## src/rtl/uart_ctrl_pkg.sv

```systemverilog
// Shared constants and types for the UART controller: register map, STATUS bit
// positions and the TX sequencer state encoding.
package uart_ctrl_pkg;

  localparam logic [3:0] ADDR_DATA   = 4'h0;
  localparam logic [3:0] ADDR_STATUS = 4'h4;
  localparam logic [3:0] ADDR_CTRL   = 4'h8;

  localparam int unsigned ST_RX_NONEMPTY = 0;
  localparam int unsigned ST_TX_FULL     = 1;
  localparam int unsigned ST_TX_EMPTY    = 2;
  localparam int unsigned ST_RX_OVERRUN  = 3;
  localparam int unsigned ST_TX_IDLE     = 4;

  typedef enum logic {TX_IDLE, TX_BUSY} tx_state_e;

endpackage

```

## src/rtl/uart_ctrl_if.sv

```systemverilog
// MMIO bus between the SoC crossbar (master) and the UART controller (slave).
interface uart_ctrl_if;

  logic        req;
  logic        we;
  logic [3:0]  addr;
  logic [7:0]  wdata;
  logic [31:0] rdata;
  logic        resp_valid;

  modport master (output req, we, addr, wdata, input rdata, resp_valid);
  modport slave  (input req, we, addr, wdata, output rdata, resp_valid);

endinterface

```

## src/rtl/uart_fifo.sv

```systemverilog
// Synchronous first-word-fall-through FIFO; a push while full is accepted when a
// pop happens in the same cycle.
module uart_fifo #(
  parameter int unsigned WIDTH = 8,
  parameter int unsigned DEPTH = 16
) (
  input  logic             clk_i,
  input  logic             rst_i,
  input  logic             push_i,
  input  logic             pop_i,
  input  logic [WIDTH-1:0] din_i,
  output logic [WIDTH-1:0] dout_o,
  output logic             full_o,
  output logic             empty_o
);

  localparam int unsigned AW = $clog2(DEPTH);

  logic [AW:0]      wr_ptr_q, wr_ptr_d, rd_ptr_q, rd_ptr_d;
  logic [WIDTH-1:0] mem_q [DEPTH];
  logic             do_push, do_pop;

  assign empty_o = (wr_ptr_q == rd_ptr_q);
  assign full_o  = (wr_ptr_q[AW] != rd_ptr_q[AW]) && (wr_ptr_q[AW-1:0] == rd_ptr_q[AW-1:0]);
  assign dout_o  = mem_q[rd_ptr_q[AW-1:0]];

  assign do_pop  = pop_i & ~empty_o;
  assign do_push = push_i & (~full_o | do_pop);

  always_comb begin
    wr_ptr_d = wr_ptr_q;
    rd_ptr_d = rd_ptr_q;
    if (do_push) wr_ptr_d = wr_ptr_q + 1'b1;
    if (do_pop)  rd_ptr_d = rd_ptr_q + 1'b1;
  end

  always_ff @(posedge clk_i) begin
    if (rst_i) begin
      wr_ptr_q <= '0;
      rd_ptr_q <= '0;
    end else begin
      wr_ptr_q <= wr_ptr_d;
      rd_ptr_q <= rd_ptr_d;
    end
  end

  // Storage needs no reset; the pointers define what is valid.
  always_ff @(posedge clk_i) begin
    if (do_push) mem_q[wr_ptr_q[AW-1:0]] <= din_i;
  end

endmodule

```

## src/rtl/uart_ctrl.sv

```systemverilog
// Register-mapped controller for one 8n1 UART PHY with TX/RX FIFOs and overrun tracking.
// Optional interrupt output enabled by defining UART_CTRL_IRQ_EN.
module uart_ctrl
  import uart_ctrl_pkg::*;
#(
  parameter int unsigned TX_DEPTH = 16,
  parameter int unsigned RX_DEPTH = 16
) (
  input  logic        clk_i,
  input  logic        rst_i,
  uart_ctrl_if.slave  bus,
  output logic [7:0]  phy_tx_data_o,
  output logic        phy_tx_valid_o,
  input  logic        phy_tx_ready_i,
  input  logic [7:0]  phy_rx_data_i,
  input  logic        phy_rx_ready_i,
  output logic        irq_o
);

  tx_state_e   state_q, state_d;
  logic        tx_push, tx_pop, tx_full, tx_empty, tx_valid;
  logic        rx_pop, rx_full, rx_empty;
  logic [7:0]  tx_dout, rx_dout;
  logic        overrun_q, overrun_d, ovr_clr, ovr_set;
  logic        rd_req, rd_data;
  logic [4:0]  status;
  logic [31:0] rdata_q, rdata_d;
  logic        resp_valid_q;

  assign rd_req  = bus.req & ~bus.we;
  assign rd_data = rd_req & (bus.addr == ADDR_DATA);
  assign tx_push = bus.req & bus.we & (bus.addr == ADDR_DATA);
  assign ovr_clr = bus.req & bus.we & (bus.addr == ADDR_STATUS) & bus.wdata[ST_RX_OVERRUN];
  assign rx_pop  = rd_data & ~rx_empty;

  uart_fifo #(.WIDTH(8), .DEPTH(TX_DEPTH)) u_tx_fifo (
    .clk_i   (clk_i),
    .rst_i   (rst_i),
    .push_i  (tx_push),
    .pop_i   (tx_pop),
    .din_i   (bus.wdata),
    .dout_o  (tx_dout),
    .full_o  (tx_full),
    .empty_o (tx_empty)
  );

  uart_fifo #(.WIDTH(8), .DEPTH(RX_DEPTH)) u_rx_fifo (
    .clk_i   (clk_i),
    .rst_i   (rst_i),
    .push_i  (phy_rx_ready_i),
    .pop_i   (rx_pop),
    .din_i   (phy_rx_data_i),
    .dout_o  (rx_dout),
    .full_o  (rx_full),
    .empty_o (rx_empty)
  );

  // A same-cycle bus pop frees a slot, so the incoming byte is not an overrun.
  assign ovr_set   = phy_rx_ready_i & rx_full & ~rx_pop;
  assign overrun_d = ovr_set | (overrun_q & ~ovr_clr);

  always_comb begin
    state_d  = state_q;
    tx_valid = 1'b0;
    tx_pop   = 1'b0;
    unique case (state_q)
      TX_IDLE: begin
        tx_valid = ~tx_empty;
        if (~tx_empty & phy_tx_ready_i) begin
          tx_pop  = 1'b1;
          state_d = TX_BUSY;
        end
      end
      TX_BUSY: if (phy_tx_ready_i) state_d = TX_IDLE;
      default: state_d = TX_IDLE;
    endcase
  end

  assign phy_tx_valid_o = tx_valid;
  assign phy_tx_data_o  = tx_dout;

  always_comb begin
    status                 = '0;
    status[ST_RX_NONEMPTY] = ~rx_empty;
    status[ST_TX_FULL]     = tx_full;
    status[ST_TX_EMPTY]    = tx_empty;
    status[ST_RX_OVERRUN]  = overrun_q;
    status[ST_TX_IDLE]     = tx_empty & (state_q == TX_IDLE) & phy_tx_ready_i;
  end

`ifdef UART_CTRL_IRQ_EN
  logic rx_irq_en_q, tx_irq_en_q, irq_q, irq_d;

  assign irq_d = (rx_irq_en_q & ~rx_empty) | (tx_irq_en_q & tx_empty) | overrun_q;

  always_ff @(posedge clk_i) begin
    if (rst_i) begin
      rx_irq_en_q <= 1'b0;
      tx_irq_en_q <= 1'b0;
      irq_q       <= 1'b0;
    end else begin
      irq_q <= irq_d;
      if (bus.req & bus.we & (bus.addr == ADDR_CTRL)) begin
        rx_irq_en_q <= bus.wdata[0];
        tx_irq_en_q <= bus.wdata[1];
      end
    end
  end

  assign irq_o = irq_q;
`else
  assign irq_o = 1'b0;
`endif

  always_comb begin
    rdata_d = '0;
    if (rd_req) begin
      case (bus.addr)
        ADDR_DATA:   rdata_d[7:0] = rx_empty ? 8'h00 : rx_dout;
        ADDR_STATUS: rdata_d[4:0] = status;
`ifdef UART_CTRL_IRQ_EN
        ADDR_CTRL:   rdata_d[1:0] = {tx_irq_en_q, rx_irq_en_q};
`endif
        default:     rdata_d = '0;
      endcase
    end
  end

  always_ff @(posedge clk_i) begin
    if (rst_i) begin
      state_q      <= TX_IDLE;
      overrun_q    <= 1'b0;
      rdata_q      <= '0;
      resp_valid_q <= 1'b0;
    end else begin
      state_q      <= state_d;
      overrun_q    <= overrun_d;
      rdata_q      <= rdata_d;
      resp_valid_q <= bus.req;
    end
  end

  assign bus.rdata      = rdata_q;
  assign bus.resp_valid = resp_valid_q;

endmodule

```

## src/flat_wrapper.sv

```systemverilog
// flat-port wrapper written by rule: the top's interface ports become plain ports
module uart_ctrl_flat import uart_ctrl_pkg::*;
#(
  parameter int unsigned TX_DEPTH = 16,
  parameter int unsigned RX_DEPTH = 16
)
  (clk_i, rst_i, phy_tx_data_o, phy_tx_valid_o, phy_tx_ready_i, phy_rx_data_i, phy_rx_ready_i, irq_o, bus_req, bus_we, bus_addr, bus_wdata, bus_rdata, bus_resp_valid);
  uart_ctrl_if bus_i ();
  input  logic clk_i;
  input  logic rst_i;
  output logic [7:0] phy_tx_data_o;
  output logic phy_tx_valid_o;
  input  logic phy_tx_ready_i;
  input  logic [7:0] phy_rx_data_i;
  input  logic phy_rx_ready_i;
  output logic irq_o;
  input wire logic [$bits(bus_i.req)-1:0] bus_req;
  input wire logic [$bits(bus_i.we)-1:0] bus_we;
  input wire logic [$bits(bus_i.addr)-1:0] bus_addr;
  input wire logic [$bits(bus_i.wdata)-1:0] bus_wdata;
  output wire logic [$bits(bus_i.rdata)-1:0] bus_rdata;
  output wire logic [$bits(bus_i.resp_valid)-1:0] bus_resp_valid;
  assign bus_i.req = bus_req;
  assign bus_i.we = bus_we;
  assign bus_i.addr = bus_addr;
  assign bus_i.wdata = bus_wdata;
  assign bus_rdata = bus_i.rdata;
  assign bus_resp_valid = bus_i.resp_valid;
  uart_ctrl #(.TX_DEPTH(TX_DEPTH), .RX_DEPTH(RX_DEPTH)) u_core (.clk_i(clk_i), .rst_i(rst_i), .bus(bus_i), .phy_tx_data_o(phy_tx_data_o), .phy_tx_valid_o(phy_tx_valid_o), .phy_tx_ready_i(phy_tx_ready_i), .phy_rx_data_i(phy_rx_data_i), .phy_rx_ready_i(phy_rx_ready_i), .irq_o(irq_o));
endmodule
```

## config.mk

```make
export PLATFORM = sky130hd
export DESIGN_NAME = uart_ctrl_flat
export DESIGN_NICKNAME = d
export VERILOG_FILES = /design/src/rtl/uart_ctrl_pkg.sv /design/src/rtl/uart_ctrl_if.sv /design/src/rtl/uart_fifo.sv /design/src/rtl/uart_ctrl.sv /design/src/flat_wrapper.sv
export SDC_FILE = /design/constraint.sdc
export NUM_CORES = 1
export LEC_CHECK = 0
export ABC_AREA = 1
export ABC_CLOCK_PERIOD_IN_PS = 3400
export CORE_MARGIN = 8
export CORE_UTILIZATION = 35
export CTS_CLUSTER_DIAMETER = 120
export DETAILED_ROUTE_END_ITERATION = 16
export PLACE_DENSITY = 0.55
export SYNTH_ARGS = -nofsm -noshare
export SYNTH_HDL_FRONTEND = slang
export SYNTH_SLANG_ARGS = --single-unit
```

## constraint.sdc

```tcl
create_clock -name clk_i -period 3.4 [get_ports clk_i]
set_input_delay 0.51 -clock clk_i [delete_from_list [all_inputs] [get_ports clk_i]]
set_output_delay 0.51 -clock clk_i [all_outputs]
set_load 0.03 [all_outputs]
```

==> results of run 1 <==
[Yosys cell counts, types with 3 or more instances]
library cell	number	area [um2]
sky130_fd_sc_hd__a21oi_1	18	90.1
sky130_fd_sc_hd__a21oi_2	7	61.3
sky130_fd_sc_hd__buf_1	5	18.8
sky130_fd_sc_hd__buf_2	16	80.1
sky130_fd_sc_hd__buf_4	30	225
sky130_fd_sc_hd__clkbuf_1	26	97.6
sky130_fd_sc_hd__dfxtp_1	39	781
sky130_fd_sc_hd__edfxtp_1	256	7690
sky130_fd_sc_hd__ha_1	10	125
sky130_fd_sc_hd__inv_1	45	169
sky130_fd_sc_hd__inv_2	11	41.3
sky130_fd_sc_hd__nand2_1	99	372
sky130_fd_sc_hd__nand2_2	6	37.5
sky130_fd_sc_hd__nand3_1	78	390
sky130_fd_sc_hd__nor2_1	195	732
sky130_fd_sc_hd__nor2_4	4	45.0
sky130_fd_sc_hd__nor3_1	30	150
sky130_fd_sc_hd__o211ai_1	49	368
sky130_fd_sc_hd__o21ai_0	123	616
sky130_fd_sc_hd__o21ai_1	3	15.0
sky130_fd_sc_hd__xnor2_1	4	35.0
sky130_fd_sc_hd__xor2_1	8	70.1
[layer usage]
metal	GRT usage, %	share of wire, %	wire [um]
met1	18.3	44	13100
met2	23.9	48	14200
met3	2.50	4.8	1420
met4	5.19	2.7	786
met5	0	0	0
[registers in the layout, summed over array words and instances, names as in the netlist, named ones only]
register,cells
u_core.u_rx_fifo.wr_ptr_q,5
u_core.bus.resp_valid,1
u_core.u_rx_fifo.rd_ptr_q,5
u_core.overrun_q,1
u_core.u_rx_fifo.mem_q,128
u_core.state_q,1
u_core.bus.rdata,8
u_core.u_tx_fifo.mem_q,128
u_core.u_tx_fifo.rd_ptr_q,5
u_core.u_tx_fifo.wr_ptr_q,5
[where the power goes]
group,total [W],internal (W),switching (W)
clock,0.00330,0.00188,0.00142
combinational,0.000537,0.000167,0.000370
sequential,0.00399,0.00396,0.0000274
total,0.00782,0.00601,0.00181
[logic make-up after synthesis]
kind of cell             share of synthesized area, %
AND/OR/NAND/NOR                                  15.0
flip-flops                                       68.3
other                                          0.0302
buffers and inverters                            5.27
XOR/XNOR                                         1.11
AO/OA/AOI/OAI                                    9.33
adder cells (fa/ha/maj)                          1.01
[path summary, 6_finish.rpt]
check,cells after the start,to,slack (ns)
setup / recovery,6,phy_tx_data_o[0],0.36
hold / removal,2,u_core.bus.rdata[3],0.51
setup reg to reg,6,u_core.bus.rdata[7],1.36
hold reg to reg,2,u_core.bus.rdata[3],0.51
[stage by stage]
step | hold WS [ns] | worst slack [ns]
finish | 0.512 | 0.357
global placement | 0.505 | 0.657
global route | 0.547 | 0.215
CTS | 0.523 | 0.0706
floorplan | 0.443 | 1.15
detailed placement | 0.514 | 0.623
[worst max-delay path, stage by stage, from the launching register on]
cell	delay [ns]
sky130_fd_sc_hd__dfxtp_4	0.58
sky130_fd_sc_hd__buf_4	0.26
sky130_fd_sc_hd__o21ai_0	0.10
sky130_fd_sc_hd__o21ai_0	0.20
sky130_fd_sc_hd__o211ai_1	0.12
sky130_fd_sc_hd__nand2_1	0.09
sky130_fd_sc_hd__clkdlybuf4s50_1	0.67
[layout make-up]
class	instances	area, um2
multi-input combinational	673	3370
inverter	56	210
sequential	295	8470
tap	461	577
clock buffer	45	902
fill	3421	20800
clock inverter	12	98.8
timing repair buffer	90	778
[timing repair]
item | 4_1_cts | 5_1_grt
setup endpoints to repair | 0 | 2
gates resized for setup | 0 | 1
hold buffers | 0 | 0
==> results by stage, run 1 <==
Logic synthesis:
- The cell count after synthesis came out at 1,079.
- The mean area per synthesized cell is 11.5 um2.
- The post-synth design cell area is 12,400 um2.
- The Yosys step of the flow raised 0 warnings.
- The unique cell type count in the Yosys netlist is 34.
- The fraction of registers with async set or reset after synthesis is 0%.
- The flop and latch count out of synthesis is 295.
- For this run, the leading register cell type out of synthesis is sky130_fd_sc_hd__edfxtp_1.
- The register area share after synthesis is 68.3%.
- The number of enable-type register cells in the synthesized netlist is 256.

Routing:
- The total detailed-routing wirelength is 29.5 mm.
- After detailed routing, the average wire length per cell comes to 18.1 um.
- In this run, the number of DRC markers left after iteration 0 of detailed routing was 541.
- The total vias in the final route is 8,043.
- The number of routed nets with antenna violations is 0.
- The number of DRC violations after detailed routing is 0.
- The routed via count divided by cell count is 4.93.
- Before antenna repair, the detailed router went through 5 iterations.

Pwr:
- The static leakage is 4.89 nW.
- Overall power consumption after layout is estimated at 0.00782 W.
- The power per cell area is 543 nW/um2.
- The peak ir drop on the vdd network is 0.000412 V.

CTS:
- The longest clock path from root to sink contains 3 buffers.
- The H-tree generated during clock tree synthesis spans 2 levels.
- The tree is rooted in a sky130_fd_sc_hd__clkbuf_16.
- The clock reaches the later pin of the worst-skew pair after 0.53 ns.
- The clock transition at the registers of the reported paths is 0.06 ns.
- In this run, CTS created clock tree buffers numbering 34.
- TritonCTS built the clock tree.
- The count of clock tree sinks is 295.
- The number of buffers added for setup after CTS is 0.

Critical path:
- The kind of start point of the critical path is a flop.
- The arrival time at the worst endpoint is 2.53 ns.
- The critical path is of the flop to output port type.
- STA puts the critical path data required time at 2.89 ns.
- In this run the worst path has a maximum fanout of 36.
- STA classifies the critical path endpoint as an output port.

Place:
- The HPWL after detailed placement is 18.9 mm.
- The weighted congestion at the end of routability-driven global placement is 0.794.
- The total of buffers placed on input and output ports is 43.
- The number of cells in the design after placement is 1,575.
- In this run the cell area measured after placement is 13,400 um2.

Floorplan:
- The chip height is 204 um.
- The region available for standard cell placement spans 35,200 um2.
- The initial utilization of the core area, before any placement, comes to 35.2%.
- The total number of placement rows is 69.
- The die outline width is 204 um.
- The number of ports placed on the die boundary is 69.
- The overall die area is 41,700 um2.

Timing:
- At the pin with the least slew margin, the transition time is 1.05 ns.
- Setup repair after global routing left no endpoint under its margin.
- Setup violations remaining at the end of the flow were counted as 0.
- The total negative setup slack is 0 ns.
- The achievable clock frequency is 329 MHz.
- The number of pins with negative max-slew slack in the final report came to 0.
- The period utilization is 89.5%.
- The worst path in the final design needs a cycle of 3.04 ns, including I/O delays and setup.
- The number of hold-slack violations in the final timing report is 0.
- The worst clock skew on the final layout is 0.0274 ns.
- The worst pin sits at a relative slew slack of 29.7%.

Layout:
- After routing the design area is 14,400 um2.
- The count of cells in the finished layout, fillers not included, comes to 1,632.
- Once layout is complete, the utilization of the core stands at 40.9%.
- At the end of the flow, the number of nets in the layout was 1,186.
- Compared with the post-synthesis result, the final layout area differs by 16.2%.
- The repair_antennas step left the layout with diodes totalling 0.
- The most frequent standard cell in the layout excluding fill and tap cells is sky130_fd_sc_hd__edfxtp_1.
- The top cell types in the final layout, fill and taps aside, are sky130_fd_sc_hd__edfxtp_1, sky130_fd_sc_hd__nor2_1, sky130_fd_sc_hd__o21ai_0.
- The fraction of final layout cells with drive strength greater than 1 is 11.4%.

Hold path:
- The worst hold path begins at u_core.overrun_q.
- In this run the worst hold path is classified as flop to flop.

Global route:
- The largest net degree at the start of global routing is 76.
- The total overflow reported by the global router is 0.
- The via count of the first global-routing pass is 8,273.
- Across every metal layer, demand over resource in global routing totals 14.3%.
- The first global-routing pass estimated 46.7 mm of wire.
- The number of antenna violations at the first check in global routing is 0.

Outcome:
- The run finished with clean final reports.

Flow run:
- The number of maximum-capacitance constraint violations is 0.
Note: power is estimated with default switching activity, not from simulation.
==> run 2, diff against run 1 <==
--- a/config.mk
+++ b/config.mk
@@ -8,10 +8,10 @@
 export ABC_AREA = 1
 export ABC_CLOCK_PERIOD_IN_PS = 3400
 export CORE_MARGIN = 8
-export CORE_UTILIZATION = 35
+export CORE_UTILIZATION = 30
 export CTS_CLUSTER_DIAMETER = 120
 export DETAILED_ROUTE_END_ITERATION = 16
-export PLACE_DENSITY = 0.55
+export PLACE_DENSITY = 0.5
 export SYNTH_ARGS = -nofsm -noshare
 export SYNTH_HDL_FRONTEND = slang
 export SYNTH_SLANG_ARGS = --single-unit
==> run 2 against run 1 <==
Net effect:
- first-iteration DRC count up 7.8%
- final cell count up 4.4%
- combinational power about the same
- via count down 1.3%
- clock power up 5%
- die area up 15%
- total power up 2.2%
- count of clock-buffer cells in the layout down 6
- largest power group unchanged
- sequential power about the same
==> results by stage, run 2 (synthesized netlist as in run 1, its figures left out) <==
Outcome:
- The flow ran to the end, and the final reports show no timing, DRC or antenna violations.

Floorplan:
- The overall die area is 48,100 um2 (+15%).
- The core area is 40,800 um2 (+16%).
- The die outline width is 219 um (+7.4%).
- The number of ports placed on the die boundary is 69 (unchanged).
- The total number of placement rows came to 74 (+7.2%).
- The chip height is 219 um (+7.4%).
- The starting density of the core is 30.4% (-4.8 points).

Layout:
- The number of nets in the layout was 1,184 (-0.17%).
- Compared with the post-synthesis result, the final layout area differs by 17.3%.
- The diode insertion count for antenna repair came to 0 (unchanged).
- The fraction of final layout cells with drive strength greater than 1 is 12.3% (+0.84 points).
- In the layout the commonest cells are sky130_fd_sc_hd__edfxtp_1, sky130_fd_sc_hd__nor2_1, sky130_fd_sc_hd__o21ai_0.
- The final cell count without fillers came to 1,704 (+4.4%).
- Leaving out fill and tap cells, the most frequent cell in the layout is sky130_fd_sc_hd__edfxtp_1.

Pwr:
- The share of total power in combinational logic was 6.7% (-0.2 points).
- The portion of total power attributed to sequential cells is 49.8% (-1.2 points).
- The power share of the clock group is 43.4% (+1.2 points).
- The power per cell area is 550 nW/um2 (+1.3%).
- The peak ir drop on the vdd network came to 0.000402 V (-2.3%).
- The static leakage came to 4.92 nW (+0.79%).
- The internal power is 0.00616 W (+2.5%).
- The fraction of power spent switching nets came to 23.0% (-0.23 points).
- The net switching power figure came to 0.00184 W (+1.2%).

Routing:
- The violation count after the first detailed-route iteration is 583 (+7.8%).
- The total vias in the final route is 7,941 (-1.3%).
- The average wire per cell in the routed design came to 17.6 um (-2.9%).
- The routed via count divided by cell count is 4.66 (-5.4%).
- The number of DRC violations after detailed routing is 0 (unchanged).
- The count of TritonRoute iterations in the first routing pass is 7 (+2).
- The total detailed-routing wirelength is 30.0 mm (+1.4%).
- The number of routed nets with antenna violations is 0 (unchanged).

Timing:
- The number of hold-slack violations in the final timing report was 0 (unchanged).
- Setup repair after global routing left no endpoint under its margin.
- The worst slew slack as a fraction of its limit is 30.1% (+0.40 points).
- The total of endpoints with negative setup slack in the final report is 0 (unchanged).
- The final critical delay including setup and external delays is 3.15 ns (+0.110 ns).
- The worst clock skew on the final layout is 0.0180 ns (-0.00941 ns).
- The achievable clock frequency was 317 MHz (-3.5%).
- The pin slew with the least headroom to its limit is 1.05 ns (-0.00814 ns).
- The total negative setup slack came to 0 ns (unchanged).
- The number of pins with negative max-slew slack in the final report came to 0 (unchanged).
- The period utilization is 92.7% (+3.2 points).

Critical path:
- Among cell families on the critical path, the largest total delay comes from buffers and inverters.
- The arrival time at the worst endpoint is 2.64 ns (+0.11 ns).
- The buffer and inverter count on the worst path is 2 (unchanged).
- The slowest stage of the critical path is the sky130_fd_sc_hd__dfxtp_2 cell.
- Traced cell by cell, the critical path runs through buf_4 -> nor2_1 -> o21ai_0 -> o211ai_1 -> nand3_1 -> nand2_1 -> clkdlybuf4s50_1.
- The highest cell delay on the worst timing path was 0.72 ns (+0.05 ns).
- The kind of start point of the critical path is a flop.
- The required time of the critical path was 2.89 ns (about the same).
- STA classifies the critical path endpoint as an output port.
- The maximum fanout count along the critical path is 32 (-11%).
- The start-to-end type of the worst setup path is flop to output port.

Place:
- The weighted congestion at the end of routability-driven global placement is 0.768 (-3.3%).
- The number of cells in the design after placement came to 1,644 (+4.4%).
- The total half-perimeter wirelength after legalization and detailed placement is 18.7 mm (-1.4%).
- The total of buffers placed on input and output ports is 43 (unchanged).

Flow run:
- The number of maximum-capacitance constraint violations is 0 (unchanged).

CTS:
- TritonCTS built the clock tree.
- The post-cts gate resize count is 0 (unchanged).
- The clock buffer count from CTS came to 34 (unchanged).
- The root buffer cell chosen for the clock tree is sky130_fd_sc_hd__clkbuf_16.
- The buffer levels on the longest clock path is 3 (unchanged).
- The clock transition at the registers of the reported paths is 0.06 ns (about the same).
- The count of clock tree sinks is 295 (unchanged).
- The worst-skew pair later-pin latency is 0.51 ns (-0.02 ns).
- The CTS H-tree depth is 2 (unchanged).
- The number of buffers added for setup after CTS is 0 (unchanged).
- The count of hold-fix buffers inserted at cts is 0 (unchanged).

Global route:
- The total overflow reported by the global router came to 0 (unchanged).
- The largest net degree at the start of global routing is 76 (unchanged).
- The via count of the first global-routing pass was 7,830 (-5.4%).
- The global routing usage summed across all routing layers came to 12.3% (-2.0 points).
- The number of antenna violations at the first check in global routing came to 0 (unchanged).
- The wire length of the first global-routing pass is 46.0 mm (-1.4%).

Hold path:
- The min-delay analysis places its worst path in the category flop to flop.
## run 2: power by group through the flow
stage | Sequential (W) | Combinational [W] | Clock [W]
6_report | 0.00398 | 0.000539 | 0.00347
5_1_grt | 0.00399 | 0.000599 | 0.00370
4_1_cts | 0.00398 | 0.000545 | 0.00356
3_5_place_dp | 0.00406 | 0.000544 | 0
3_3_place_gp | 0.00406 | 0.000542 | 0
2_1_floorplan | 0.00404 | 0.000357 | 0
## run 2: worst paths after layout
kind	startpoint	end	slack (ns)	depth (start not counted)
setup / recovery	flop	phy_tx_data_o[4]	0.25	7
hold / removal	u_core.overrun_q	u_core.bus.rdata[3]	0.51	2
setup reg to reg	u_core.u_rx_fifo.wr_ptr_q[1]	u_core.u_rx_fifo.mem_q[3][3]	1.39	8
hold reg to reg	u_core.overrun_q	u_core.bus.rdata[3]	0.51	2
## run 2: area by class of cell
type / instances / area, um2
clock buffers: 39 / 891
clock inverters: 21 / 168
fillers: 4057 / 26300
inverters: 56 / 210
multi-input cells: 673 / 3370
flip-flops and latches: 295 / 8470
well taps: 532 / 666
repair buffers: 88 / 768
## run 2: stage by stage
| step | util, % | worst slack, ns | total power [W] | hold WS, ns | instance area (um2) |
|---|---|---|---|---|---|
| global route | 35.6 | 0.0592 | 0.00828 | 0.522 | 14500 |
| detailed placement | 33.0 | 0.682 | 0.00460 | 0.500 | 13500 |
| floorplan | - | 1.15 | 0.00440 | 0.443 | 12500 |
| global placement | 33.0 | 0.730 | 0.00460 | 0.497 | 13500 |
| CTS | 35.6 | 0.190 | 0.00809 | 0.519 | 14500 |
| finish | 35.6 | 0.247 | 0.00800 | 0.512 | 14500 |
## run 2: worst register-to-register path: stages (launching register included)
cell and delay, ns:
sky130_fd_sc_hd__dfxtp_1 0.44, sky130_fd_sc_hd__inv_1 0.13, sky130_fd_sc_hd__nand2_1 0.07, sky130_fd_sc_hd__nand2_1 0.08, sky130_fd_sc_hd__nor2_4 0.15, sky130_fd_sc_hd__nand4_4 0.15
sky130_fd_sc_hd__nand2_2 0.43, sky130_fd_sc_hd__nor3_1 0.13, sky130_fd_sc_hd__buf_4 0.19
## run 2: layer usage
| metal | track usage [%] | routed length [um] | vias to the layer above |
|---|---|---|---|
| met1 | 17.1 | 14600 | 3861 |
| met4 | 3.29 | 472 | 0 |
| li1 | - | - | 3892 |
| met3 | 2.33 | 1250 | 38 |
| met2 | 19.4 | 13600 | 150 |
| met5 | 0 | 0 | - |
